--- config.mk ---
export PLATFORM = sky130hd
export DESIGN_NAME = pkt_len_filter
export DESIGN_NICKNAME = d
export VERILOG_FILES = /design/src/rtl/pkt_len_filter.sv
export SDC_FILE = /design/constraint.sdc
export NUM_CORES = 1
export LEC_CHECK = 0
export BUFFER_PORTS_ARGS = -buffer_cell sky130_fd_sc_hd__buf_2
export CAP_MARGIN = 20
export CORE_UTILIZATION = 60
export CTS_CLUSTER_DIAMETER = 60
export CTS_CLUSTER_SIZE = 30
export DETAILED_ROUTE_END_ITERATION = 10
export GPL_TIMING_DRIVEN = 0
export PLACE_DENSITY_LB_ADDON = 0.15
export SETUP_SLACK_MARGIN = 0.15
export SKIP_CTS_REPAIR_TIMING = 1
export SYNTH_ARGS = -nofsm -noshare
export SYNTH_HDL_FRONTEND = slang
export SYNTH_SLANG_ARGS = --single-unit
--- constraint.sdc ---
create_clock -name clk_i -period 4.4 [get_ports clk_i]
set_clock_uncertainty 0.05 [all_clocks]
set_input_delay 1.32 -clock clk_i [delete_from_list [all_inputs] [get_ports clk_i]]
set_output_delay 1.32 -clock clk_i [all_outputs]
set_load 0.005 [all_outputs]
--- src/rtl/pkt_len_filter.sv ---
// Store-and-forward length guard: buffers one packet of up to MAX_PKT_LEN words, forwards only complete, fitting packets.
// Latency: first output beat is valid the cycle after the EOP beat is accepted; then 1 word/cycle while src_ready_i is high.
// Backpressure: snk_ready_o drops for the whole output phase; output registers hold while src_valid_o && !src_ready_i.
//
// Ports:
//   clk_i, srst_i         clock (rising edge) and synchronous active-high reset
//   snk_*                 Avalon-ST sink (data, startofpacket, endofpacket, valid, ready)
//   src_*                 Avalon-ST source, all outputs registered except none combinational
//   drop_cnt_o            saturating count of dropped packets (overflow or restart),
//                         present only when PKT_LEN_FILTER_STATS_EN is defined
module pkt_len_filter #(
    parameter int DWIDTH      = 16,
    parameter int MAX_PKT_LEN = 16
) (
    input  logic              clk_i,
    input  logic              srst_i,
    input  logic [DWIDTH-1:0] snk_data_i,
    input  logic              snk_startofpacket_i,
    input  logic              snk_endofpacket_i,
    input  logic              snk_valid_i,
    output logic              snk_ready_o,
    output logic [DWIDTH-1:0] src_data_o,
    output logic              src_startofpacket_o,
    output logic              src_endofpacket_o,
    output logic              src_valid_o,
    input  logic              src_ready_i
`ifdef PKT_LEN_FILTER_STATS_EN
    ,
    output logic [15:0]       drop_cnt_o
`endif
);

    localparam int CW = $clog2(MAX_PKT_LEN + 1);
    localparam int AW = $clog2(MAX_PKT_LEN);
    localparam logic [CW-1:0] MAX_C = CW'(MAX_PKT_LEN);
    localparam logic [CW-1:0] ONE_C = CW'(1);

    typedef enum logic [1:0] {
        IDLE = 2'd0,
        RECV = 2'd1,
        DROP = 2'd2,
        SEND = 2'd3
    } state_t;

    state_t state;
    state_t state_nxt;

    logic [DWIDTH-1:0] mem [MAX_PKT_LEN];
    logic [CW-1:0]     wr_cnt;
    logic [CW-1:0]     rd_cnt;
    logic [CW-1:0]     len;

    logic acc;         // sink beat accepted this cycle
    logic start_pkt;   // SOP accepted: word goes to mem[0], any partial packet is abandoned
    logic append;      // non-SOP beat stored at mem[wr_cnt]
    logic enter_send;  // EOP of a keepable packet accepted; output registers load now
    logic out_pop;     // current output beat consumed downstream

    assign snk_ready_o = (state != SEND);
    assign acc         = snk_valid_i && snk_ready_o;
    assign out_pop     = (state == SEND) && src_valid_o && src_ready_i;

    // ------------------------------------------------------------------
    // State register
    // ------------------------------------------------------------------
    always_ff @(posedge clk_i) begin
        if (srst_i) begin
            state <= IDLE;
        end else begin
            state <= state_nxt;
        end
    end

    // ------------------------------------------------------------------
    // Next-state and datapath strobes
    // ------------------------------------------------------------------
    always_comb begin
        state_nxt  = state;
        start_pkt  = 1'b0;
        append     = 1'b0;
        enter_send = 1'b0;
        case (state)
            IDLE, DROP: begin
                if (acc) begin
                    if (snk_startofpacket_i) begin
                        // SOP wins over EOP on the same beat, including in DROP
                        start_pkt  = 1'b1;
                        enter_send = snk_endofpacket_i;
                        state_nxt  = snk_endofpacket_i ? SEND : RECV;
                    end else if ((state == DROP) && snk_endofpacket_i) begin
                        state_nxt = IDLE;
                    end
                end
            end
            RECV: begin
                if (acc) begin
                    if (snk_startofpacket_i) begin
                        start_pkt  = 1'b1;
                        enter_send = snk_endofpacket_i;
                        state_nxt  = snk_endofpacket_i ? SEND : RECV;
                    end else if (wr_cnt < MAX_C) begin
                        append = 1'b1;
                        if (snk_endofpacket_i) begin
                            enter_send = 1'b1;
                            state_nxt  = SEND;
                        end
                    end else begin
                        // buffer already full: this beat makes the packet oversize
                        state_nxt = snk_endofpacket_i ? IDLE : DROP;
                    end
                end
            end
            SEND: begin
                if (out_pop && src_endofpacket_o) begin
                    state_nxt = IDLE;
                end
            end
            default: state_nxt = IDLE;
        endcase
    end

    // ------------------------------------------------------------------
    // Packet buffer (contents need no reset; validity is tracked by state)
    // ------------------------------------------------------------------
    always_ff @(posedge clk_i) begin
        if (start_pkt) begin
            mem[0] <= snk_data_i;
        end else if (append) begin
            mem[wr_cnt[AW-1:0]] <= snk_data_i;
        end
    end

    // ------------------------------------------------------------------
    // Counters and registered source interface
    // ------------------------------------------------------------------
    always_ff @(posedge clk_i) begin
        if (srst_i) begin
            wr_cnt              <= '0;
            rd_cnt              <= '0;
            len                 <= '0;
            src_data_o          <= '0;
            src_valid_o         <= 1'b0;
            src_startofpacket_o <= 1'b0;
            src_endofpacket_o   <= 1'b0;
        end else begin
            if (start_pkt) begin
                wr_cnt <= ONE_C;
            end else if (append) begin
                wr_cnt <= wr_cnt + ONE_C;
            end

            if (enter_send) begin
                // A single-beat packet is written to mem[0] on this same edge,
                // so its word is taken straight from the sink bus.
                len                 <= start_pkt ? ONE_C : (wr_cnt + ONE_C);
                src_data_o          <= start_pkt ? snk_data_i : mem[0];
                src_valid_o         <= 1'b1;
                src_startofpacket_o <= 1'b1;
                src_endofpacket_o   <= start_pkt;
                rd_cnt              <= ONE_C;
            end else if (out_pop) begin
                if (src_endofpacket_o) begin
                    src_valid_o         <= 1'b0;
                    src_startofpacket_o <= 1'b0;
                    src_endofpacket_o   <= 1'b0;
                end else begin
                    src_data_o          <= mem[rd_cnt[AW-1:0]];
                    src_startofpacket_o <= 1'b0;
                    src_endofpacket_o   <= (rd_cnt == (len - ONE_C));
                    rd_cnt              <= rd_cnt + ONE_C;
                end
            end
        end
    end

`ifdef PKT_LEN_FILTER_STATS_EN
    // A packet is lost either on overflow or when a new SOP restarts a partial one.
    logic drop_evt;
    assign drop_evt = acc && (state == RECV) &&
                      (snk_startofpacket_i || (wr_cnt == MAX_C));

    always_ff @(posedge clk_i) begin
        if (srst_i) begin
            drop_cnt_o <= '0;
        end else if (drop_evt && (drop_cnt_o != 16'hFFFF)) begin
            drop_cnt_o <= drop_cnt_o + 16'd1;
        end
    end
`endif

endmodule

* After elaboration in Yosys (flattened, before gate mapping)
Memories as Yosys holds them, arrays and structs flattened. Index checks and enable logic that the tools add are counted.
Storage, ports and cells: memories 1, memory bits (writable) 256, flip-flop bits (word level) 36, input port bits 22, ROM bits 0, bits in latches 0, output and inout port bits 20
Memory list:
- mem | depth 16, bits a word 16, read ports 2, clocked after Yosys merged registers in 0, write ports 1, RTL line 48 | logic [DWIDTH-1:0] mem [MAX_PKT_LEN];
Operators by class: multiplexer cells 51, shift operators 0, bitwise logic cells 1, multipliers 0, reduce and logical (&&, ||, !) cells 18, $add $sub $neg 3, $lt $le $gt $ge 1, eq/ne operators 11, div/mod/pow operators 0
Operators with widths (number):
- $mux W16 | 5
- $mux W1 | 32
- $mux W2 | 10
- $reduce_or A16 Y1 | 1
- $add A5 B1 Y5 const B | 2
- $ne A2 B2 Y1 const B | 3
- $pmux W2 S3 | 1
- $reduce_and A2 Y1 | 3
- $reduce_bool A2 Y1 | 3
- $reduce_or A2 Y1 | 3
- $eq A5 B5 Y1 | 1
- $logic_and A1 B1 Y1 | 5
- $lt A5 B5 Y1 const B | 1
- $mux W5 | 1
- $reduce_and A5 Y1 | 1
- $sub A5 B1 Y5 const B | 1
- $eq A2 B2 Y1 const B | 2
- $mux W4 | 1
- $ne A2 B1 Y1 const B | 2
- $ne A4 B4 Y1 const B | 1
- $ne A3 B3 Y1 const B | 1
- $reduce_or A3 Y1 | 1
- $eq A2 B1 Y1 const B | 1
- $logic_not A2 Y1 | 1
- other kinds (2) | 2

* Depth between registers and ports, before layout
Gate-level depths: netlist of the first run.
word-level depth 10, mapped depth 7, depth with buffers taken out 6

* Least setup slack after synthesis of the first run
No wires, ideal clock.
kind in2reg, start point input snk_startofpacket_i, end point memory mem[12][0], enable pin, data required time 3.956 ns, stages on the path 6, library setup time 0.394 ns, setup slack 0.666 ns, buffers on the path 2, arrival time 3.290 ns, cells stage by stage clkbuf_1 -> nor4b_1 -> and2_1 -> buf_2 -> nand3_1 -> a21oi_1
On the way: cells in the longest elaborated chain, start to end 8
Ends and longest elaborated chain:
- start: declaration | RTL line 18 | input logic snk_startofpacket_i,
- $mux W1 | RTL line 97 | if (snk_startofpacket_i) begin
- $mux W1 | RTL line 96 | if (acc) begin
- $mux W1 | RTL line 82 | case (state)
- $mux W1 | RTL line 128 | end else if (append) begin
- $mux W1 | RTL line 126 | if (start_pkt) begin
- $mux W1 (implied by the code) | RTL line 129 | mem[wr_cnt[AW-1:0]] <= snk_data_i;
- $reduce_or A16 Y1 (no source line)
- $mux W4 (no source line) / $mux W1 (equally long branches)
- end: declaration | RTL line 48
Several ways; a longest one is shown, not always the timed one.

* Worst setup path after layout of the first run
start point input snk_startofpacket_i, end point memory mem[14][0], enable pin
Same word-level chain as after synthesis.

==> results of run 1 <==
-- cell type report --
class                           instances  area share
Multi-Input combinational cell        339       0.235
Tap cell                              260      0.0250
Buffer                                 43      0.0201
Sequential cell                       292       0.645
Clock inverter                         11      0.0114
Timing Repair Buffer                   51      0.0285
Inverter                                6     0.00173
Clock buffer                           18      0.0329
-- worst paths after layout --
| kind | cells past startpoint | startpoint | end | slack [ps] |
|---|---|---|---|---|
| worst min register to register | 2 | len[1] | len[1] | 430 |
| worst max register to register | 5 | wr_cnt[4] | mem[14][0] | 1360 |
| worst min-delay path | 2 | len[1] | len[1] | 430 |
| worst max-delay path | 6 | snk_startofpacket_i | mem[14][0] | 790 |
-- synth_stat cells, drive strengths merged (10+ instances only) --
| master | number | area (sq um) |
|---|---|---|
| nand2 | 12 | 45.0 |
| a21oi | 11 | 55.1 |
| mux4 | 32 | 743 |
| xnor2 | 10 | 87.6 |
| buf | 28 | 201 |
| a2111oi | 17 | 170 |
| clkbuf | 15 | 60.1 |
| nor2 | 26 | 100 |
| nor3 | 23 | 115 |
| nor4 | 17 | 106 |
| mux2i | 81 | 811 |
| edfxtp | 256 | 7690 |
| o22ai | 32 | 200 |
| a22o | 15 | 131 |
| dfxtp | 36 | 721 |
-- state kept, by name, summed over array words and instances (netlist names) --
signal	count
len	5
src_data_o	16
src_endofpacket_o	1
rd_cnt	5
src_valid_o	1
src_startofpacket_o	1
mem	256
state	2
wr_cnt	5
-- cells by family (layout without fill, tap and decap cells) --
| logic type | after synthesis | count (layout) |
|---|---|---|
| flip-flops | 292 | 292 |
| multiplexers | 115 | 115 |
| AND/OR/NAND/NOR | 113 | 113 |
| AO/OA/AOI/OAI | 94 | 94 |
| buffers and inverters | 49 | 129 |
| XOR/XNOR | 14 | 14 |
| adder cells (fa/ha/maj) | 3 | 3 |
-- power breakdown --
part           total (W)  internal (W)  switching (W)
clock network    0.00176      0.000786       0.000975
logic           0.000243     0.0000980       0.000145
registers        0.00305       0.00303      0.0000205
total            0.00505       0.00391        0.00114
-- metrics by stage --
step	TNS [ps]	instance area [sq um]	std cells	hold slack, ps
CTS	0	13000	1020	425
floorplan	0	11700	680	395
detailed placement	0	12500	991	412
global route	0	13000	1020	458
global placement	-10270	12200	979	396
finish	0	13000	1020	430
-- per-layer routing --
metal / up-vias / routed length (microns)
met4: 0 / 822
met1: 3373 / 11000
met2: 249 / 12400
li1: 2897 / -
met3: 58 / 1590
met5: - / 0
-- worst min-delay path, stage by stage (launching register included) --
cell and delay (ps):
sky130_fd_sc_hd__dfxtp_1 330, sky130_fd_sc_hd__nand2_1 60, sky130_fd_sc_hd__a21oi_1 50
==> reports/qor.txt, run 1 <==
Initial core utilization: 0.620
Main combinational cell family by area after synthesis: multiplexers
Later-pin clock latency in the skew report: 520 ps
Final max-slew violation count: 0
Pin slew with the least headroom to its limit: 1010 ps
Launching element type of the critical path: primary input
Final critical path time including I/O delays and setup: 3610 ps
Number of DRC violations after detailed routing: 0
Worst-case vdd ir drop: 0.374 mV
Share of async-settable or async-resettable flops after synthesis: 0
Post-synthesis share of cell area spent on full adders, half adders and majority gates: 0.00320
Final core utilization: 0.690
Unrepaired setup endpoints after global routing: false
Number of synthesized flops with an enable pin: 256
Max-capacitance violation count: 0
Die footprint: 0.0201 sq mm
PnR worst setup slack: 790 ps
Count of input and output buffers: 39
Overflow after GRT: 0
Maximum fanout along the worst path: 16
Mean area per synthesized cell: 17.2 sq um
Most used routing layer in global routing: met2
Detailed-route wire length: 25800 microns
Hold/Removal Path Class: reg2reg
Worst stage delay on the critical path: 840 ps
Footprint of the flip-flops and latches: 0.00841 sq mm
Total power of the final layout: 0.00505 W
Worst setup slack before clock tree synthesis: 316 ps
DR iter-0 viols: 805
Share of synthesized cell area in and, or, nand and nor gates: 0.0505
Clock-pin transition on the worst setup and hold timing paths: 90 ps
Vias per std cell: 6.45
Routability-driven placement congestion ratio: 0.950
Leakage power of the design: 4.09 nW
Yosys reg bits: 292
Synthesized instance count: 680
Post-layout net count: 775
Area of the core: 0.0189 sq mm
Final period utilization: 0.820
Required time at the endpoint of the critical path: 4480 ps
Most used DFF post-synth: sky130_fd_sc_hd__edfxtp_1
Proportion of synthesized area in mux cells: 0.135
Antenna diode count: 0
Antenna Nets Post-Route: 0
Root buffer cell: sky130_fd_sc_hd__clkbuf_16
Met1 Usage GRT: 0.393
Global Route Usage Sum: 0.268
Die height: 142 microns
Commonest non-fill, non-tap cell in the layout: sky130_fd_sc_hd__edfxtp_1
Dpl hpwl: 17800 microns
Capturing element type of the critical path: register
Cell row count: 50
Area delta synth->final: 11.2%
Worst-path cell with the longest stage delay: sky130_fd_sc_hd__nor2_2
Maximum number of pins on one net before global-route repair: 31
Arrival time of the worst setup path: 3690 ps
Power per cell area: 388 mW/mm^2
Multi-input gate area in the final layout: 0.00307 sq mm
Maximum buffer depth of the clock tree: 3
Post-Synth XOR/XNOR Area: 0.0105
Met3 Resource Use GR: 0.0280
Count of fill cells added during filler insertion: 1245
Total nets after synthesis: 705
CTS tree: built
Number of global-route vias before repair: 6489
Synth Area in Compound Gates: 0.0593
Worst path bufs/invs: 2
Most frequent cells in the layout: sky130_fd_sc_hd__edfxtp_1, sky130_fd_sc_hd__mux2i_1, sky130_fd_sc_hd__buf_2, sky130_fd_sc_hd__dfxtp_1, sky130_fd_sc_hd__o22ai_1
Number of distinct library cells after synthesis: 51
Initial antenna violation count: 0
Final setup violation count: 0
Cell breakdown of the critical path: clkbuf_1 > nor4b_1 > and2_1 > buf_2 > nand3_1 > nor2_2
WL per Instance: 25.3 microns
Fraction of final layout cells with drive strength greater than 1: 0.207
Num ports: 42
Start-to-end type of the worst setup path: in2reg
Total clock sinks: 292
GR met2 Demand/Resource: 0.429
Detailed-routing iteration count for the pre-antenna-repair pass: 5
Final Hold Viols: 0
Total standard cell area after synthesis: 0.0117 sq mm
Max-slew headroom: 0.328
TritonCTS buffer count: 17
Yosys warning total: 0
Count of H-tree levels built during CTS: 1
Crit path max-delay family: simple AND/OR/NAND/NOR gates
Result of the run: complete, no violations
First-pass GRT wire length: 39100 microns
Count of vias placed by the detailed router: 6577
Die outline width: 142 microns
Maximum clock rate: 277 MHz
Sequential share of the synthesized area: 0.717
No activity file was read; power rests on OpenSTA's default activity.
==> inputs of run 2 (changes only) <==
--- a/config.mk
+++ b/config.mk
@@ -7,7 +7,7 @@
 export LEC_CHECK = 0
 export BUFFER_PORTS_ARGS = -buffer_cell sky130_fd_sc_hd__buf_2
 export CAP_MARGIN = 20
-export CORE_UTILIZATION = 60
+export CORE_UTILIZATION = 55
 export CTS_CLUSTER_DIAMETER = 60
 export CTS_CLUSTER_SIZE = 30
 export DETAILED_ROUTE_END_ITERATION = 10
==> constraint.sdc (replaced) <==
create_clock -name clk_i -period 3 [get_ports clk_i]
set_clock_uncertainty 0.05 [all_clocks]
set_input_delay 0.9 -clock clk_i [delete_from_list [all_inputs] [get_ports clk_i]]
set_output_delay 0.9 -clock clk_i [all_outputs]
set_load 0.005 [all_outputs]
==> run 2 against run 1 <==
  * Power increased by 44%
  * Final area increased by 0.21%
  * Setup slack worse by 740 ps
  * Non-clock buffer count is 3 lower
  * Highest routed layer unchanged
==> reports/qor.txt, run 2 (synthesized netlist as in run 1, its figures left out) <==
Worst-case vdd ir drop: 0.479 mV (was 0.374 mV)
Overflow after GRT: 0 (unchanged)
Maximum clock rate: 339 MHz
Cell breakdown of the critical path: clkbuf_1 > nor4b_2 > and2_1 > buf_2 > nand2_1 > nor2_2 (was clkbuf_1 > nor4b_1 > and2_1 > buf_2 > nand3_1 > nor2_2)
End point of the critical path: mem[2][8] (was mem[14][0])
Power per cell area: 556 mW/mm^2 (was 388 mW/mm^2)
Fraction of final layout cells with drive strength greater than 1: 0.205 (was 0.207)
Die outline width: 148 microns (was 142 microns)
Worst setup slack before clock tree synthesis: -613 ps (was 316 ps)
Capturing element type of the critical path: register (unchanged)
Post-layout net count: 772 (was 775)
FF-to-FF path depth: 5 (unchanged)
WL per Instance: 24.2 microns (was 25.3 microns)
First-pass GRT wire length: 37900 microns (was 39100 microns)
Later-pin clock latency in the skew report: 510 ps (was 520 ps)
Launching instance or port of the critical path: snk_startofpacket_i (unchanged)
Initial core utilization: 0.559 (was 0.620)
Area delta synth->final: 11.5% (was 11.2%)
Max-slew headroom: 0.290 (was 0.328)
Maximum number of pins on one net before global-route repair: 31 (unchanged)
Die footprint: 0.0219 sq mm (was 0.0201 sq mm)
Clock-pin transition on the worst setup and hold timing paths: 80 ps (was 90 ps)
Result of the run: complete, no violations (unchanged)
Detailed-routing iteration count for the pre-antenna-repair pass: 5 (unchanged)
Commonest non-fill, non-tap cell in the layout: sky130_fd_sc_hd__edfxtp_1 (unchanged)
TritonCTS buffer count: 17 (unchanged)
Antenna diode count: 0 (unchanged)
Register-to-register setup slack: 170 ps (was 1360 ps)
Count of fill cells added during filler insertion: 1553 (was 1245)
Max-capacitance violation count: 0 (unchanged)
Launching element type of the critical path: primary input (unchanged)
Final period utilization: 0.985
Most used routing layer in global routing: met2 (unchanged)
Global Route Usage Sum: 0.234 (was 0.268)
Critical register-to-register path startpoint: wr_cnt[4] (unchanged)
Final critical path time including I/O delays and setup: 2950 ps
Count of input and output buffers: 39 (unchanged)
Reg with most FFs: mem (unchanged)
Total power of the final layout: 0.00726 W (was 0.00505 W)
Final Hold Viols: 0 (unchanged)
Count of H-tree levels built during CTS: 1 (unchanged)
Final setup violation count: 0 (unchanged)
Arrival time of the worst setup path: 3020 ps (was 3690 ps)
CTS tree: built (unchanged)
Count of vias placed by the detailed router: 6424 (was 6577)
Routability-driven placement congestion ratio: 0.905 (was 0.950)
Initial antenna violation count: 0 (unchanged)
Start-to-end type of the worst setup path: in2reg (unchanged)
Vias per std cell: 6.22 (was 6.45)
Unrepaired setup endpoints after global routing: true (was false)
PnR worst setup slack: 46.0 ps (was 790 ps)
Cell row count: 53 (was 50)
Required time at the endpoint of the critical path: 3060 ps (was 4480 ps)
Antenna Nets Post-Route: 0 (unchanged)
Pin slew with the least headroom to its limit: 1060 ps (was 1010 ps)
Leakage power of the design: 4.07 nW (was 4.09 nW)
Most frequent cells in the layout: sky130_fd_sc_hd__edfxtp_1, sky130_fd_sc_hd__mux2i_1, sky130_fd_sc_hd__buf_2, sky130_fd_sc_hd__dfxtp_1, sky130_fd_sc_hd__o22ai_1 (unchanged)
GR met2 Demand/Resource: 0.372 (was 0.429)
Final max-slew violation count: 0 (unchanged)
Largest registers: mem (256), src_data_o (16) (unchanged)
Number of global-route vias before repair: 6371 (was 6489)
Number of flip-flops in the largest register: 256 (unchanged)
Maximum buffer depth of the clock tree: 3 (unchanged)
Total clock sinks: 292 (unchanged)
Number of DRC violations after detailed routing: 0 (unchanged)
DR iter-0 viols: 608 (was 805)
Detailed-route wire length: 25000 microns (was 25800 microns)
Hold/Removal Path Class: reg2reg (unchanged)
Maximum fanout along the worst path: 16 (unchanged)
Worst-path cell with the longest stage delay: sky130_fd_sc_hd__nor2_2 (unchanged)
Dpl hpwl: 17000 microns (was 17800 microns)
Met3 Resource Use GR: 0.0302 (was 0.0280)
Root buffer cell: sky130_fd_sc_hd__clkbuf_16 (unchanged)
Num ports: 42 (unchanged)
Worst stage delay on the critical path: 830 ps (was 840 ps)
Met1 Usage GRT: 0.344 (was 0.393)
Reg-to-reg critical path endpoint: mem[2][8] (was mem[14][0])
Area of the core: 0.0210 sq mm (was 0.0189 sq mm)
Die height: 148 microns (was 142 microns)
==> run 2: changes by cell type in the layout (fill, tap and decap cells not counted), sizes merged <==
| cell | delta |
|---|---|
| buf | -3 |
| inv | -3 |
| clkbuf | -1 |
| clkinv | +4 |
==> run 2: how the worst min path moves through the flow <==
stage	startpoint	endpoint	slack, ps	cells past startpoint
6_report	src_startofpacket_o	src_startofpacket_o	420	2
5_1_grt	src_startofpacket_o	src_startofpacket_o	470	2
4_1_cts	src_startofpacket_o	src_startofpacket_o	420	2
3_5_place_dp	src_startofpacket_o	src_startofpacket_o	410	2
3_3_place_gp	src_startofpacket_o	src_startofpacket_o	390	2
2_1_floorplan	len[1]	len[1]	400	2
==> run 2: cell type report <==
type	instances	area, sq um	share of cell area
buffer	43	262	0.0200
clock buffer	17	425	0.0326
clock inverter	12	114	0.00872
inverter	6	22.5	0.00172
multi-input combinational	339	3120	0.239
sequential	292	8410	0.644
tap	275	344	0.0263
timing repair buffer	48	370	0.0283
==> run 2: stage by stage <==
step | util | std cells | area [sq um] | hold WS, ps | TNS [ps]
after global routing | 0.623 | 1032 | 13100 | 465 | -6100
after global placement | 0.588 | 994 | 12300 | 394 | -98440
after floorplan | - | 680 | 11800 | 395 | 0
final | 0.623 | 1032 | 13100 | 415 | 0
after detailed placement | 0.589 | 995 | 12300 | 406 | -107100
after CTS | 0.615 | 1024 | 12900 | 417 | -2530
==> run 2: where the power goes <==
group | total, W | internal, W | switching (W)
Sequential | 0.00447 | 0.00444 | 0.0000300
Combinational | 0.000357 | 0.000145 | 0.000212
Clock | 0.00243 | 0.00110 | 0.00133
==> run 2: critical path: cells and delay by family <==
kind                   cells  cell delay, ps
buffers and inverters      2             450
and+or+nand+nor            4            1650
==> run 2: per-layer routing <==
layer | up-vias | share of wire
met2 | 271 | 0.47
met4 | 0 | 0.028
met3 | 42 | 0.063
li1 | 2880 | -
met1 | 3231 | 0.44
met5 | - | 0
==> inputs of run 3 (changes only) <==
--- a/config.mk
+++ b/config.mk
@@ -5,9 +5,11 @@
 export SDC_FILE = /design/constraint.sdc
 export NUM_CORES = 1
 export LEC_CHECK = 0
+export ABC_AREA = 1
 export BUFFER_PORTS_ARGS = -buffer_cell sky130_fd_sc_hd__buf_2
 export CAP_MARGIN = 20
-export CORE_UTILIZATION = 55
+export CORE_MARGIN = 4
+export CORE_UTILIZATION = 56
 export CTS_CLUSTER_DIAMETER = 60
 export CTS_CLUSTER_SIZE = 30
 export DETAILED_ROUTE_END_ITERATION = 10
==> run 3 against run 2 <==
  * Non-clock buffer count up 22
  * Clock-buffer cell count grew 5
  * Worst hold slack better by 19 ps
  * Fmax grew 14%
  * Setup slack improved by 360 ps
  * First-iteration DRC count grew 44%
  * Largest power group unchanged
==> reports/qor.txt, run 3 <==
Crit path max-delay family: simple AND/OR/NAND/NOR gates (unchanged)
Proportion of total power due to net switching: 0.246 (was 0.216)
Placed cell count: 1618 (was 995)
Cell types with the largest area share after synthesis: sky130_fd_sc_hd__edfxtp_1, sky130_fd_sc_hd__nand2_1, sky130_fd_sc_hd__nand3_1, sky130_fd_sc_hd__dfxtp_1, sky130_fd_sc_hd__inv_1 (was sky130_fd_sc_hd__edfxtp_1, sky130_fd_sc_hd__mux2i_1, sky130_fd_sc_hd__dfxtp_1, sky130_fd_sc_hd__mux4_2, sky130_fd_sc_hd__o22ai_1)
Post-route insts no fill: 1656 (was 1032)
Later-pin clock latency in the skew report: 540 ps (was 510 ps)
Number of distinct library cells after synthesis: 29 (was 51)
Antenna diode count: 0 (unchanged)
Count of input and output buffers: 41 (was 39)
Share of async-settable or async-resettable flops after synthesis: 0 (unchanged)
Leakage power of the design: 5.85 nW (was 4.07 nW)
Total nets after synthesis: 1312 (was 705)
Met1 Wirelength: 14200 microns (was 10900 microns)
Most used DFF post-synth: sky130_fd_sc_hd__edfxtp_1 (unchanged)
First-pass GRT wire length: 48900 microns (was 37900 microns)
Maximum clock rate: 385 MHz (was 339 MHz)
PnR worst setup slack: 405 ps (was 46.0 ps)
Sequential share of the synthesized area: 0.662 (was 0.717)
Die height: 159 microns (was 148 microns)
Antenna Nets Post-Route: 0 (unchanged)
Die footprint: 0.0252 sq mm (was 0.0219 sq mm)
Global Route Usage Sum: 0.261 (was 0.234)
Worst-case vdd ir drop: 0.389 mV (was 0.479 mV)
Initial core utilization: 0.575 (was 0.559)
Total clock sinks: 292 (unchanged)
Count of H-tree levels built during CTS: 1 (unchanged)
Routability-driven placement congestion ratio: 0.944 (was 0.905)
Sequential share of power: 0.541 (was 0.616)
Number of synthesized flops with an enable pin: 256 (unchanged)
Number of DRC violations after detailed routing: 0 (unchanged)
Maximum buffer depth of the clock tree: 3 (unchanged)
Result of the run: complete, no violations (unchanged)
Unrepaired setup endpoints after global routing: false (was true)
Dpl hpwl: 21900 microns (was 17000 microns)
Power per cell area: 582 mW/mm^2 (was 556 mW/mm^2)
Total power of the final layout: 0.00827 W (was 0.00726 W)
Vias per std cell: 5.52 (was 6.22)
Largest area contributor in the netlist: sky130_fd_sc_hd__edfxtp_1 (unchanged)
Initial antenna violation count: 0 (unchanged)
Arrival time of the worst setup path: 2690 ps (was 3020 ps)
Reg with most FFs: mem (unchanged)
Hold/Removal Path Class: reg2reg (unchanged)
Cell breakdown of the critical path: buf_2 > inv_1 > nor2_1 > nand2_1 > nor2_1 > nand2_1 > nor2_2 (was clkbuf_1 > nor4b_2 > and2_1 > buf_2 > nand2_1 > nor2_2)
Worst setup slack before clock tree synthesis: -97.9 ps (was -613 ps)
Final period utilization: 0.865 (was 0.985)
DR WL met3: 2510 microns (was 1570 microns)
Top routing layer in use: met4 (unchanged)
Capturing element type of the critical path: register (unchanged)
Post-detailed-placement cell area: 0.0134 sq mm (was 0.0123 sq mm)
Max-capacitance violation count: 0 (unchanged)
Detailed-route wire length: 32100 microns (was 25000 microns)
Pin slew with the least headroom to its limit: 1010 ps (was 1060 ps)
Area share of the largest cell type after synthesis: 0.605 (was 0.656)
Power share of the combinational group: 0.067 (was 0.049)
Detailed-routing iteration count for the pre-antenna-repair pass: 5 (unchanged)
Required time at the endpoint of the critical path: 3100 ps (was 3060 ps)
Final core utilization: 0.643 (was 0.623)
Start-to-end type of the worst setup path: in2reg (unchanged)
Clock-pin transition on the worst setup and hold timing paths: 80 ps (about the same)
Area delta synth->final: 11.9% (was 11.5%)
Total standard cell area after synthesis: 0.0127 sq mm (was 0.0117 sq mm)
Post-layout net count: 1386 (was 772)
WL per Instance: 19.4 microns (was 24.2 microns)
Maximum fanout along the worst path: 16 (unchanged)
Number of global-route vias before repair: 8578 (was 6371)
Worst-path cell with the longest stage delay: sky130_fd_sc_hd__nor2_2 (unchanged)
Synthesized instance count: 1287 (was 680)
Final setup violation count: 0 (unchanged)
Most frequent cells in the layout: sky130_fd_sc_hd__nand2_1, sky130_fd_sc_hd__edfxtp_1, sky130_fd_sc_hd__nand3_1, sky130_fd_sc_hd__inv_1, sky130_fd_sc_hd__buf_2 (was sky130_fd_sc_hd__edfxtp_1, sky130_fd_sc_hd__mux2i_1, sky130_fd_sc_hd__buf_2, sky130_fd_sc_hd__dfxtp_1, sky130_fd_sc_hd__o22ai_1)
Yosys warning total: 0 (unchanged)
Worst path bufs/invs: 2 (unchanged)
Max-slew headroom: 0.326 (was 0.290)
Worst stage delay on the critical path: 850 ps (was 830 ps)
Fraction of final layout cells with drive strength greater than 1: 0.109 (was 0.205)
Die outline width: 159 microns (was 148 microns)
Final max-slew violation count: 0 (unchanged)
CTS tree: built (unchanged)
Clock network power share: 0.392 (was 0.335)
Overflow after GRT: 0 (unchanged)
Maximum number of pins on one net before global-route repair: 29 (was 31)
Commonest non-fill, non-tap cell in the layout: sky130_fd_sc_hd__nand2_1 (was sky130_fd_sc_hd__edfxtp_1)
Mean area per synthesized cell: 9.87 sq um (was 17.2 sq um)
Root buffer cell: sky130_fd_sc_hd__clkbuf_16 (unchanged)
Largest registers: mem (256), src_data_o (16) (unchanged)
Net Sw Power: 0.00204 W (was 0.00157 W)
Commonest cells in the synthesized netlist: sky130_fd_sc_hd__nand2_1, sky130_fd_sc_hd__edfxtp_1, sky130_fd_sc_hd__nand3_1 (was sky130_fd_sc_hd__edfxtp_1, sky130_fd_sc_hd__mux2i_1, sky130_fd_sc_hd__dfxtp_1)
TritonCTS buffer count: 21 (was 17)
Number of flip-flops in the largest register: 256 (unchanged)
Area of the core: 0.0221 sq mm (was 0.0210 sq mm)
Cell row count: 54 (was 53)
Register-to-register setup slack: 420 ps (was 170 ps)
Num ports: 42 (unchanged)
Count of vias placed by the detailed router: 9138 (was 6424)
Library cell with the highest instance count after synthesis: sky130_fd_sc_hd__nand2_1 (was sky130_fd_sc_hd__edfxtp_1)
Final Hold Viols: 0 (unchanged)
Yosys reg bits: 292 (unchanged)
Design Area, Final: 0.0142 sq mm (was 0.0131 sq mm)
Cell internal pwr: 0.00623 W (was 0.00569 W)
DR iter-0 viols: 873 (was 608)
Launching element type of the critical path: primary input (unchanged)
Detailed route wirelength on metal2: 14100 microns (was 11800 microns)
Final critical path time including I/O delays and setup: 2600 ps (was 2950 ps)
## run 3: final timing paths
| path | start | end | depth (start not counted) |
|---|---|---|---|
| setup reg to reg | state[0] | mem[9][0] | 6 |
| hold reg to reg | src_valid_o | src_valid_o | 2 |
| hold / removal | src_valid_o | src_valid_o | 2 |
| setup / recovery | snk_valid_i | mem[9][0] | 7 |
## run 3: worst min-delay path: stages (launching register included)
cell	delay, ps
sky130_fd_sc_hd__dfxtp_1	320
sky130_fd_sc_hd__nand2_1	60
sky130_fd_sc_hd__a21oi_1	50
## run 3: final cells by class
type | instances | area, sq um
clock buffers | 22 | 539
fillers | 1802 | 7880
repair buffers | 51 | 322
well taps | 280 | 350
plain buffers | 62 | 323
flip-flops and latches | 292 | 8410
inverters | 132 | 498
clock inverters | 16 | 258
multi-input cells | 801 | 3510
## run 3: through the flow
stage | hold slack [ps] | TNS (ps)
after floorplan | 414 | 0
after global placement | 424 | -83150
after detailed placement | 426 | -3220
after CTS | 436 | 0
after global routing | 449 | 0
final | 434 | 0
## run 3: cell families (layout without fill, tap and decap cells)
kind of cell / after synthesis / count (layout) / share of synthesized area
buffers and inverters: 194 / 283 / 0.0646
AOI/OAI and AO/OA: 84 / 84 / 0.0339
and+or+nand+nor: 710 / 710 / 0.234
adders and majority gates: 3 / 3 / 0.00295
xor gates and xnor gates: 4 / 4 / 0.00276
DFF: 292 / 292 / 0.662
## run 3: power groups by stage
stage	sequential [W]	clock [W]	combinational [W]
5_1_grt	0.00448	0.00344	0.000617
6_report	0.00447	0.00324	0.000555
3_3_place_gp	0.00457	0	0.000535
3_5_place_dp	0.00457	0	0.000549
2_1_floorplan	0.00457	0	0.000316
4_1_cts	0.00447	0.00327	0.000552
## run 3: routing by layer
layer	track usage	up-vias
met5	0	-
met4	0.0959	0
met3	0.0367	62
met2	0.394	398
met1	0.389	4269
li1	-	4409
